## src/rtl/ysyx_22050710_sram_arbiter.sv

```systemverilog
// N-channel arbiter for the SRAM-like req/addr_ok/data_ok protocol with an in-order outstanding-ID FIFO.
// Define YSYX_22050710_SRAM_ARB_RR_EN for round-robin arbitration; default is fixed priority (lowest index wins).
module ysyx_22050710_sram_arbiter #(
  parameter int NUM_CH          = 2,
  parameter int SRAM_ADDR_WD    = 32,
  parameter int SRAM_DATA_WD    = 64,
  parameter int SRAM_WMASK_WD   = 8,
  parameter int MAX_OUTSTANDING = 4
) (
  input  logic                              i_clk,
  input  logic                              i_rst,
  input  logic [NUM_CH-1:0]                 i_ch_req,
  input  logic [NUM_CH-1:0]                 i_ch_wr,
  input  logic [2*NUM_CH-1:0]               i_ch_size,
  input  logic [NUM_CH*SRAM_ADDR_WD-1:0]    i_ch_addr,
  input  logic [NUM_CH*SRAM_WMASK_WD-1:0]   i_ch_wstrb,
  input  logic [NUM_CH*SRAM_DATA_WD-1:0]    i_ch_wdata,
  output logic [NUM_CH-1:0]                 o_ch_addr_ok,
  output logic [NUM_CH-1:0]                 o_ch_data_ok,
  output logic [SRAM_DATA_WD-1:0]           o_ch_rdata,
  output logic                              o_mem_req,
  output logic                              o_mem_wr,
  output logic [1:0]                        o_mem_size,
  output logic [SRAM_ADDR_WD-1:0]           o_mem_addr,
  output logic [SRAM_WMASK_WD-1:0]          o_mem_wstrb,
  output logic [SRAM_DATA_WD-1:0]           o_mem_wdata,
  input  logic                              i_mem_addr_ok,
  input  logic                              i_mem_data_ok,
  input  logic [SRAM_DATA_WD-1:0]           i_mem_rdata
);
  localparam int ID_W  = (NUM_CH > 1) ? $clog2(NUM_CH) : 1;
  localparam int PTR_W = $clog2(MAX_OUTSTANDING);
  localparam int CNT_W = PTR_W + 1;
  localparam logic [CNT_W-1:0] FULL_CNT = CNT_W'(MAX_OUTSTANDING);

  logic              lock_vld;
  logic [ID_W-1:0]   lock_id;
  logic [ID_W-1:0]   fifo [MAX_OUTSTANDING];
  logic [PTR_W-1:0]  wr_ptr;
  logic [PTR_W-1:0]  rd_ptr;
  logic [CNT_W-1:0]  count;
  logic              full;
  logic              empty;
  logic              sel_vld;
  logic [ID_W-1:0]   sel_id;
  logic              gnt_vld;
  logic [ID_W-1:0]   gnt_id;
  logic [NUM_CH-1:0] grant;
  logic              push;
  logic              pop;

  assign full  = (count == FULL_CNT);
  assign empty = (count == '0);

`ifdef YSYX_22050710_SRAM_ARB_RR_EN
  logic [ID_W-1:0] rr_ptr;
  logic [ID_W-1:0] cand;
  int              rr_idx;

  // Search starts at rr_ptr and wraps; first requester found wins.
  always_comb begin
    sel_vld = 1'b0;
    sel_id  = '0;
    rr_idx  = 0;
    cand    = '0;
    for (int i = 0; i < NUM_CH; i++) begin
      rr_idx = int'(rr_ptr) + i;
      if (rr_idx >= NUM_CH) rr_idx = rr_idx - NUM_CH;
      cand = ID_W'(rr_idx);
      if (!sel_vld && i_ch_req[cand]) begin
        sel_vld = 1'b1;
        sel_id  = cand;
      end
    end
  end

  always_ff @(posedge i_clk) begin
    if (i_rst) begin
      rr_ptr <= '0;
    end else if (push) begin
      rr_ptr <= (int'(gnt_id) == NUM_CH - 1) ? '0 : gnt_id + 1'b1;
    end
  end
`else
  always_comb begin
    sel_vld = 1'b0;
    sel_id  = '0;
    for (int i = 0; i < NUM_CH; i++) begin
      if (!sel_vld && i_ch_req[i]) begin
        sel_vld = 1'b1;
        sel_id  = ID_W'(i);
      end
    end
  end
`endif

  // A locked request already reserved its FIFO slot, so only fresh selections look at full.
  always_comb begin
    gnt_vld = 1'b0;
    gnt_id  = sel_id;
    if (!i_rst) begin
      if (lock_vld) begin
        gnt_vld = 1'b1;
        gnt_id  = lock_id;
      end else if (!full && sel_vld) begin
        gnt_vld = 1'b1;
      end
    end
  end

  always_comb begin
    grant = '0;
    if (gnt_vld) grant[gnt_id] = 1'b1;
  end

  assign o_mem_req    = gnt_vld;
  assign o_mem_wr     = i_ch_wr[gnt_id];
  assign o_mem_size   = i_ch_size[2*int'(gnt_id) +: 2];
  assign o_mem_addr   = i_ch_addr[int'(gnt_id)*SRAM_ADDR_WD +: SRAM_ADDR_WD];
  assign o_mem_wstrb  = i_ch_wstrb[int'(gnt_id)*SRAM_WMASK_WD +: SRAM_WMASK_WD];
  assign o_mem_wdata  = i_ch_wdata[int'(gnt_id)*SRAM_DATA_WD +: SRAM_DATA_WD];
  assign o_ch_addr_ok = grant & {NUM_CH{i_mem_addr_ok}};

  assign push = gnt_vld & i_mem_addr_ok;
  assign pop  = i_mem_data_ok & ~empty & ~i_rst;

  always_comb begin
    o_ch_data_ok = '0;
    if (pop) o_ch_data_ok[fifo[rd_ptr]] = 1'b1;
  end
  assign o_ch_rdata = i_mem_rdata;

  always_ff @(posedge i_clk) begin
    if (i_rst) begin
      lock_vld <= 1'b0;
      lock_id  <= '0;
      wr_ptr   <= '0;
      rd_ptr   <= '0;
      count    <= '0;
    end else begin
      lock_vld <= gnt_vld & ~i_mem_addr_ok;
      if (gnt_vld) lock_id <= gnt_id;
      if (push) wr_ptr <= wr_ptr + 1'b1;
      if (pop)  rd_ptr <= rd_ptr + 1'b1;
      case ({push, pop})
        2'b10:   count <= count + 1'b1;
        2'b01:   count <= count - 1'b1;
        default: count <= count;
      endcase
    end
  end

  always_ff @(posedge i_clk) begin
    if (push) fifo[wr_ptr] <= gnt_id;
  end
endmodule

```

## config.mk

```make
export PLATFORM = sky130hd
export DESIGN_NAME = ysyx_22050710_sram_arbiter
export DESIGN_NICKNAME = d
export VERILOG_FILES = /design/src/rtl/ysyx_22050710_sram_arbiter.sv
export SDC_FILE = /design/constraint.sdc
export NUM_CORES = 1
export LEC_CHECK = 0
export CAP_MARGIN = 20
export CORE_AREA = 5 5 176 178
export DETAILED_ROUTE_END_ITERATION = 10
export DIE_AREA = 0 0 181 183
export DONT_BUFFER_PORTS = 1
export RECOVER_POWER = 25
export SLEW_MARGIN = 20
export SYNTH_ARGS = -nofsm -noshare
export SYNTH_HDL_FRONTEND = slang
export SYNTH_SLANG_ARGS = --single-unit
```

## constraint.sdc

```tcl
create_clock -name i_clk -period 3.55 [get_ports i_clk]
set_input_delay 0.1775 -clock i_clk [delete_from_list [all_inputs] [get_ports i_clk]]
set_output_delay 0.1775 -clock i_clk [all_outputs]
set_load 0.05 [all_outputs]
```

# Word-level counts from Yosys, hierarchy flattened
# Memories as Yosys holds them, arrays and structs flattened. A register that Yosys moved wholly into a read port is not among the register bits.
# Cells that the tools add are included.
[classes]
eq_ne = 3
n_bitwise = 8
n_shift = 4
reduce_logical = 8
n_addsub = 4
mux = 21
magnitude_cmp = 4
[ops]
columns = ["operator", "count"]
rows = [
  ["128-bit by 8-bit variable part select with 64-bit output", 1],
  ["64-bit by 7-bit variable part select with 32-bit output", 1],
  ["16-bit by 5-bit variable part select with 8-bit output", 1],
  ["1-bit two-way mux", 14],
  ["2-bit two-way mux", 4],
  ["3-bit one-hot mux with 2 select lines", 1],
  ["2-bit by 1-bit adder with 2-bit output, second input constant", 2],
  ["1-bit AND", 4],
  ["1-bit logical AND", 4],
  ["1-bit by 2-bit < comparator with 1-bit output, second input constant", 2],
  ["4-bit by 3-bit variable part select with 2-bit output", 1],
  ["3-bit by 1-bit adder with 3-bit output, second input constant", 1],
  ["3-bit == test, second input constant", 1],
  ["3-bit logical NOT", 1],
  ["1-bit NOT", 3],
  ["3-bit by 1-bit subtractor with 3-bit output, second input constant", 1],
  ["2-bit AND", 1],
  ["1-bit demux with 1-bit select", 2],
  ["2-bit by 1-bit == test with 1-bit output, second input constant", 1],
  ["2-bit == test, second input constant", 1],
  ["1-bit >= comparator, second input constant", 2],
  ["1-bit logical NOT", 2],
  ["2-bit nonzero test", 1],
]
[totals]
memories = 1
ram_bits = 4
reg_bits = 9
elab_cells = 58
[memory_table]
columns = ["name", "depth", "width", "read_ports", "rd_ports_with_merged_regs", "write_ports", "line_no", "source"]
rows = [
  ["fifo", 4, 1, 1, 1, 1, "38", "logic [ID_W-1:0] fifo [MAX_OUTSTANDING];"],
]

# Depth between registers and ports, before layout
[logic_depth]
depth_word = 12
ltp_mapped = 9

# Worst setup path after synthesis
# OpenSTA, ideal clock, no wires.
[synth_timing]
kind = "reg2reg"
from = "reg count[0]"
to = "reg count[2]"
path_buffers = 0
required_time_ns = 3.479
t_arrival_ns = 2.200
path_slack_ns = 1.279
setup_time_ns = 0.071
synth_period_minus_slack_ns = 2.271
path_stages_with_launch = 10
cell_sequence = "dfxtp_1 -> nor4b_2 -> nor4b_1 -> inv_1 -> ha_1 -> inv_1 -> fa_1 -> xor2_1 -> or3_1 -> a21oi_1"
[synth_via]
elab_chain_cells = 9
word_cells_on_any_way = 17
classes_between = "2 x add/sub; 3 x eq/ne; 4 x mux; 4 x bitwise; 4 x reduce/logical"
[synth_rtl]
columns = ["item", "line_no", "source"]
rows = [
  ["start: declaration", "41", "logic [CNT_W-1:0] count;"],
  ["start signal: assignment", "146", "2'b10: count <= count + 1'b1;"],
  ["start signal: assignment", "147", "2'b01: count <= count - 1'b1;"],
  ["start signal: assignment", "148", "default: count <= count;"],
  ["3-bit == test", "52", "assign full = (count == FULL_CNT);"],
  ["1-bit logical NOT", "105", "end else if (!full && sel_vld) begin"],
  ["1-bit logical AND", "105", ""],
  ["1-bit two-way mux", "105", ""],
  ["1-bit two-way mux", "102", "if (lock_vld) begin"],
  ["1-bit two-way mux", "101", "if (!i_rst) begin"],
  ["1-bit AND", "124", "assign push = gnt_vld & i_mem_addr_ok;"],
  ["2-bit by 1-bit == test with 1-bit output / 2-bit == test (equally long branches)", "145", "case ({push, pop})"],
  ["3-bit one-hot mux with 2 select lines / 2-bit nonzero test (equally long branches)", "--", ""],
]
# Parallel ways exist; a longest one is shown, timed or not.
# A chain may end at the register's enable or synchronous reset.

# Final worst setup path
# Ends and elaborated chain as after synthesis.

==> flow_summary.json <==
{
  "yosys.area_share.xor_xnor_pct": 0.6783,
  "worstHoldStart": "i_rst",
  "p_per_area_nw_per_um2": 411.5,
  "synth_compound_area_share_pct": 1.841,
  "wl_per_cell_um": 22.20,
  "wirelength_mm": 12.88,
  "grt_use_total_pct": 6.893,
  "fin_cells": 580,
  "grt_max_degree": 62,
  "port_buffers": 0,
  "grt_pass1_wl_mm": 15.77,
  "core-area_um2": 29240,
  "rr_startpoint": "count[0]",
  "swShare_pct": 55.72,
  "drc": 0,
  "yosysWarnings": 0,
  "cp-start-kind": "register",
  "r2r-end": "count[2]",
  "cts_buffers": 3,
  "ys_seq_elements": 15,
  "critPathCaptureType": "register",
  "finalSetupViolations": 0,
  "h-tree-depth": 1,
  "post-cts-setup-buffers": 0,
  "diodes": 0,
  "cts_sinks": 15,
  "pre_cts_slack_ps": 1007,
  "num_rows": 63,
  "syn_avg_cell_area_um2": 9.971,
  "die_x_um": 181,
  "p_leak_uw": 0.0007970,
  "ctsResizeCount": 0,
  "crit_path_top_delay_cell": "nor4b_2",
  "viasPerCell": 2.897,
  "post_synth_fa_ha_maj_area_fraction_pct": 3.198,
  "p_comb_share_pct": 62.1,
  "cellInternalPower_uw": 482.6,
  "crit_start": "count[0]",
  "sequentialPowerShare_pct": 18.1,
  "worst_slew_pin_slew_ps": 1010,
  "clk_latency_ps": 240,
  "netlist_area_um2": 2582,
  "dp_hpwl_mm": 11.91,
  "drtIter0Drc": 44,
  "io_pins": 460,
  "holdPathEnd": "lock_id",
  "dieArea_um2": 33120,
  "antenna_found_initial": 2,
  "cpMostUsedCell": "inv_1",
  "drv_cap": 0,
  "synth.distinct_cells": 33,
  "crit_chain": "nor4b_2 -> nor4b_1 -> inv_1 -> ha_1 -> inv_1 -> fa_1 -> xor2_1 -> or3_1 -> a21oi_1",
  "finClkSkew_ps": 1.739,
  "clockBufferDepth": 2,
  "clk_pin_slew_ps": 50,
  "initial_utilization_pct": 8.831,
  "final.min_clock_period_ps": 2578,
  "final_area_um2": 2649,
  "slew_headroom_pct": 32.30,
  "hold_violations": 0,
  "num_vias": 1680,
  "synth_top_family_by_area": "multiplexers",
  "placed_cell_area_um2": 2559,
  "cts_tree": "done",
  "path_class": "register to register",
  "gr-total-overflow": 0,
  "synth-simple-area-share_pct": 7.655,
  "n_fill_cell": 3365,
  "critPathMaxFanout": 6,
  "placed_cells": 575,
  "slowest_delay_ps": 590,
  "p_total_uw": 1090,
  "r2r_setup_slack_ps": 970,
  "area_growth_pct": 2.568,
  "status": "completed",
  "synthCells": 259,
  "yosysSeqAreaShare_pct": 13.18,
  "die_h_um": 183,
  "synth_nets": 549,
  "peakVddDrop_v": 0.0001243,
  "period_share_pct": 72.63,
  "ant_nets": 0,
  "grt_pass1_vias": 1861,
  "p_sw_uw": 607.2,
  "fmax_ghz": 0.3878,
  "rr_worst_depth": 9,
  "p_clk_share_pct": 19.9,
  "grt_setup_unrepaired": "false",
  "root_buffer": "clkbuf_16",
  "crit_required_ps": 3730,
  "drtPass1Iterations": 4,
  "hold_class": "input pin to register",
  "synth.area.mux_share_pct": 51.07,
  "setup_ws_ps": 971.6,
  "whs_path_depth": 1,
  "fin_tns_setup_ps": 0,
  "nets": 481,
  "worstPathArrival_ps": 2760,
  "layout-drive-gt1-share_pct": 64.21,
  "routabilityCongestion": 0.8570,
  "finalMaxSlewViolations": 0
}
-- per-stage QoR --
| step | util [%] | hold WS [ps] |
|---|---|---|
| global placement | 8.749 | 249.7 |
| global route | 9.057 | 4.674 |
| finish | 9.057 | 5.483 |
| CTS | 9.057 | 0.8166 |
| floorplan | - | 256.2 |
| detailed placement | 8.749 | 252.3 |
-- area by class of cell --
type	instances	area (µm²)	share of cell area, %
Multi-Input combinational cell	161	1674	63.20
Clock buffer	3	75.07	2.834
Clock inverter	1	5.005	0.1889
Tap cell	390	488.0	18.42
Timing Repair Buffer	3	37.54	1.417
Inverter	7	28.78	1.086
Sequential cell	15	340.3	12.85
-- cells in the mapped netlist --
| cell type | n | area [µm²] |
|---|---|---|
| nand2b_1 | 4 | 25.02 |
| nor4_1 | 1 | 6.260 |
| a21oi_1 | 4 | 20.02 |
| nor3b_1 | 1 | 7.510 |
| a211oi_1 | 1 | 7.510 |
| mux2_2 | 98 | 1104 |
| or3_1 | 3 | 18.77 |
| and3_1 | 1 | 6.260 |
| inv_1 | 6 | 22.52 |
| buf_4 | 64 | 480.5 |
| nor4b_2 | 1 | 15.01 |
| nand3_1 | 1 | 5.000 |
| buf_2 | 9 | 45.04 |
| fa_1 | 1 | 20.02 |
| mux4_2 | 1 | 22.52 |
| nor3_1 | 4 | 20.02 |
| dfxtp_1 | 11 | 220.2 |
| nor2b_1 | 2 | 12.51 |
| nand2b_4 | 1 | 13.76 |
| inv_2 | 1 | 3.750 |
| and2_1 | 4 | 25.02 |
| mux2_4 | 10 | 150.1 |
| buf_6 | 2 | 22.52 |
| nor2_1 | 9 | 33.78 |
| nor4b_1 | 1 | 8.760 |
| o21ba_2 | 1 | 10.01 |
| o21ai_0 | 2 | 10.01 |
| mux2i_4 | 1 | 22.52 |
| xor2_1 | 2 | 17.52 |
| clkbuf_1 | 1 | 3.750 |
| edfxtp_1 | 4 | 120.1 |
| ha_1 | 5 | 62.56 |
| mux2i_1 | 2 | 20.02 |
-- layer usage --
metal	track usage [%]	part of all wire, %	vias up	wire [µm]
li1	-	-	704	-
met1	9.065	42	767	5467
met2	11.19	49	200	6304
met3	2.321	7.7	9	990
met4	1.201	0.89	0	114
met5	0	0	-	0
-- power groups by stage --
stage	sequential, µW	clock, µW	combinational [µW]
finish	197	217	676
floorplan	198	0	803
global placement	199	0	686
global route	198	231	701
detailed placement	200	0	686
CTS	197	226	690
-- placed cells by master, fill, tap and decap left out, drive strengths merged, types with 3 or more instances in the layout --
cell      n
clkbuf    3
a21oi     4
mux2i     3
mux2    108
dfxtp    11
inv       7
nand2b    5
or3       3
nor3      4
and2      4
nor2      9
edfxtp    4
ha        5
-- repair_timing --
action,in CTS,in global routing
hold endpoints to repair,5,0
setup endpoints to repair,0,0
hold buffers,1,0
-- worst max-delay path: cells and delay by family, from the launching register on --
family | cells | cell delay [ps]
buf+inv | 2 | 210
fa+ha+maj | 2 | 560
flops | 1 | 350
compound gates | 1 | 140
simple gates | 3 | 1100
xor+xnor | 1 | 160
-- worst max path at each step --
| stage | to | slack [ps] | depth (start not counted) |
|---|---|---|---|
| after floorplan | count[2] | 1280 | 9 |
| after global placement | count[2] | 1110 | 9 |
| after detailed placement | count[2] | 1010 | 9 |
| after CTS | o_mem_wdata[7] | 980 | 5 |
| after global routing | count[2] | 790 | 9 |
| final | count[2] | 970 | 9 |
-- cell families (layout without fill, tap and decap cells) --
group                    count (synthesis)  in the layout
AND/OR/NAND/NOR                         33             33
AO/OA/AOI/OAI                            8              8
XOR/XNOR                                 2              2
flip-flops                              15             15
buffers and inverters                   83             14
multiplexers                           112            112
adder cells (fa/ha/maj)                  6              6
(Power assumes the default switching activity.)
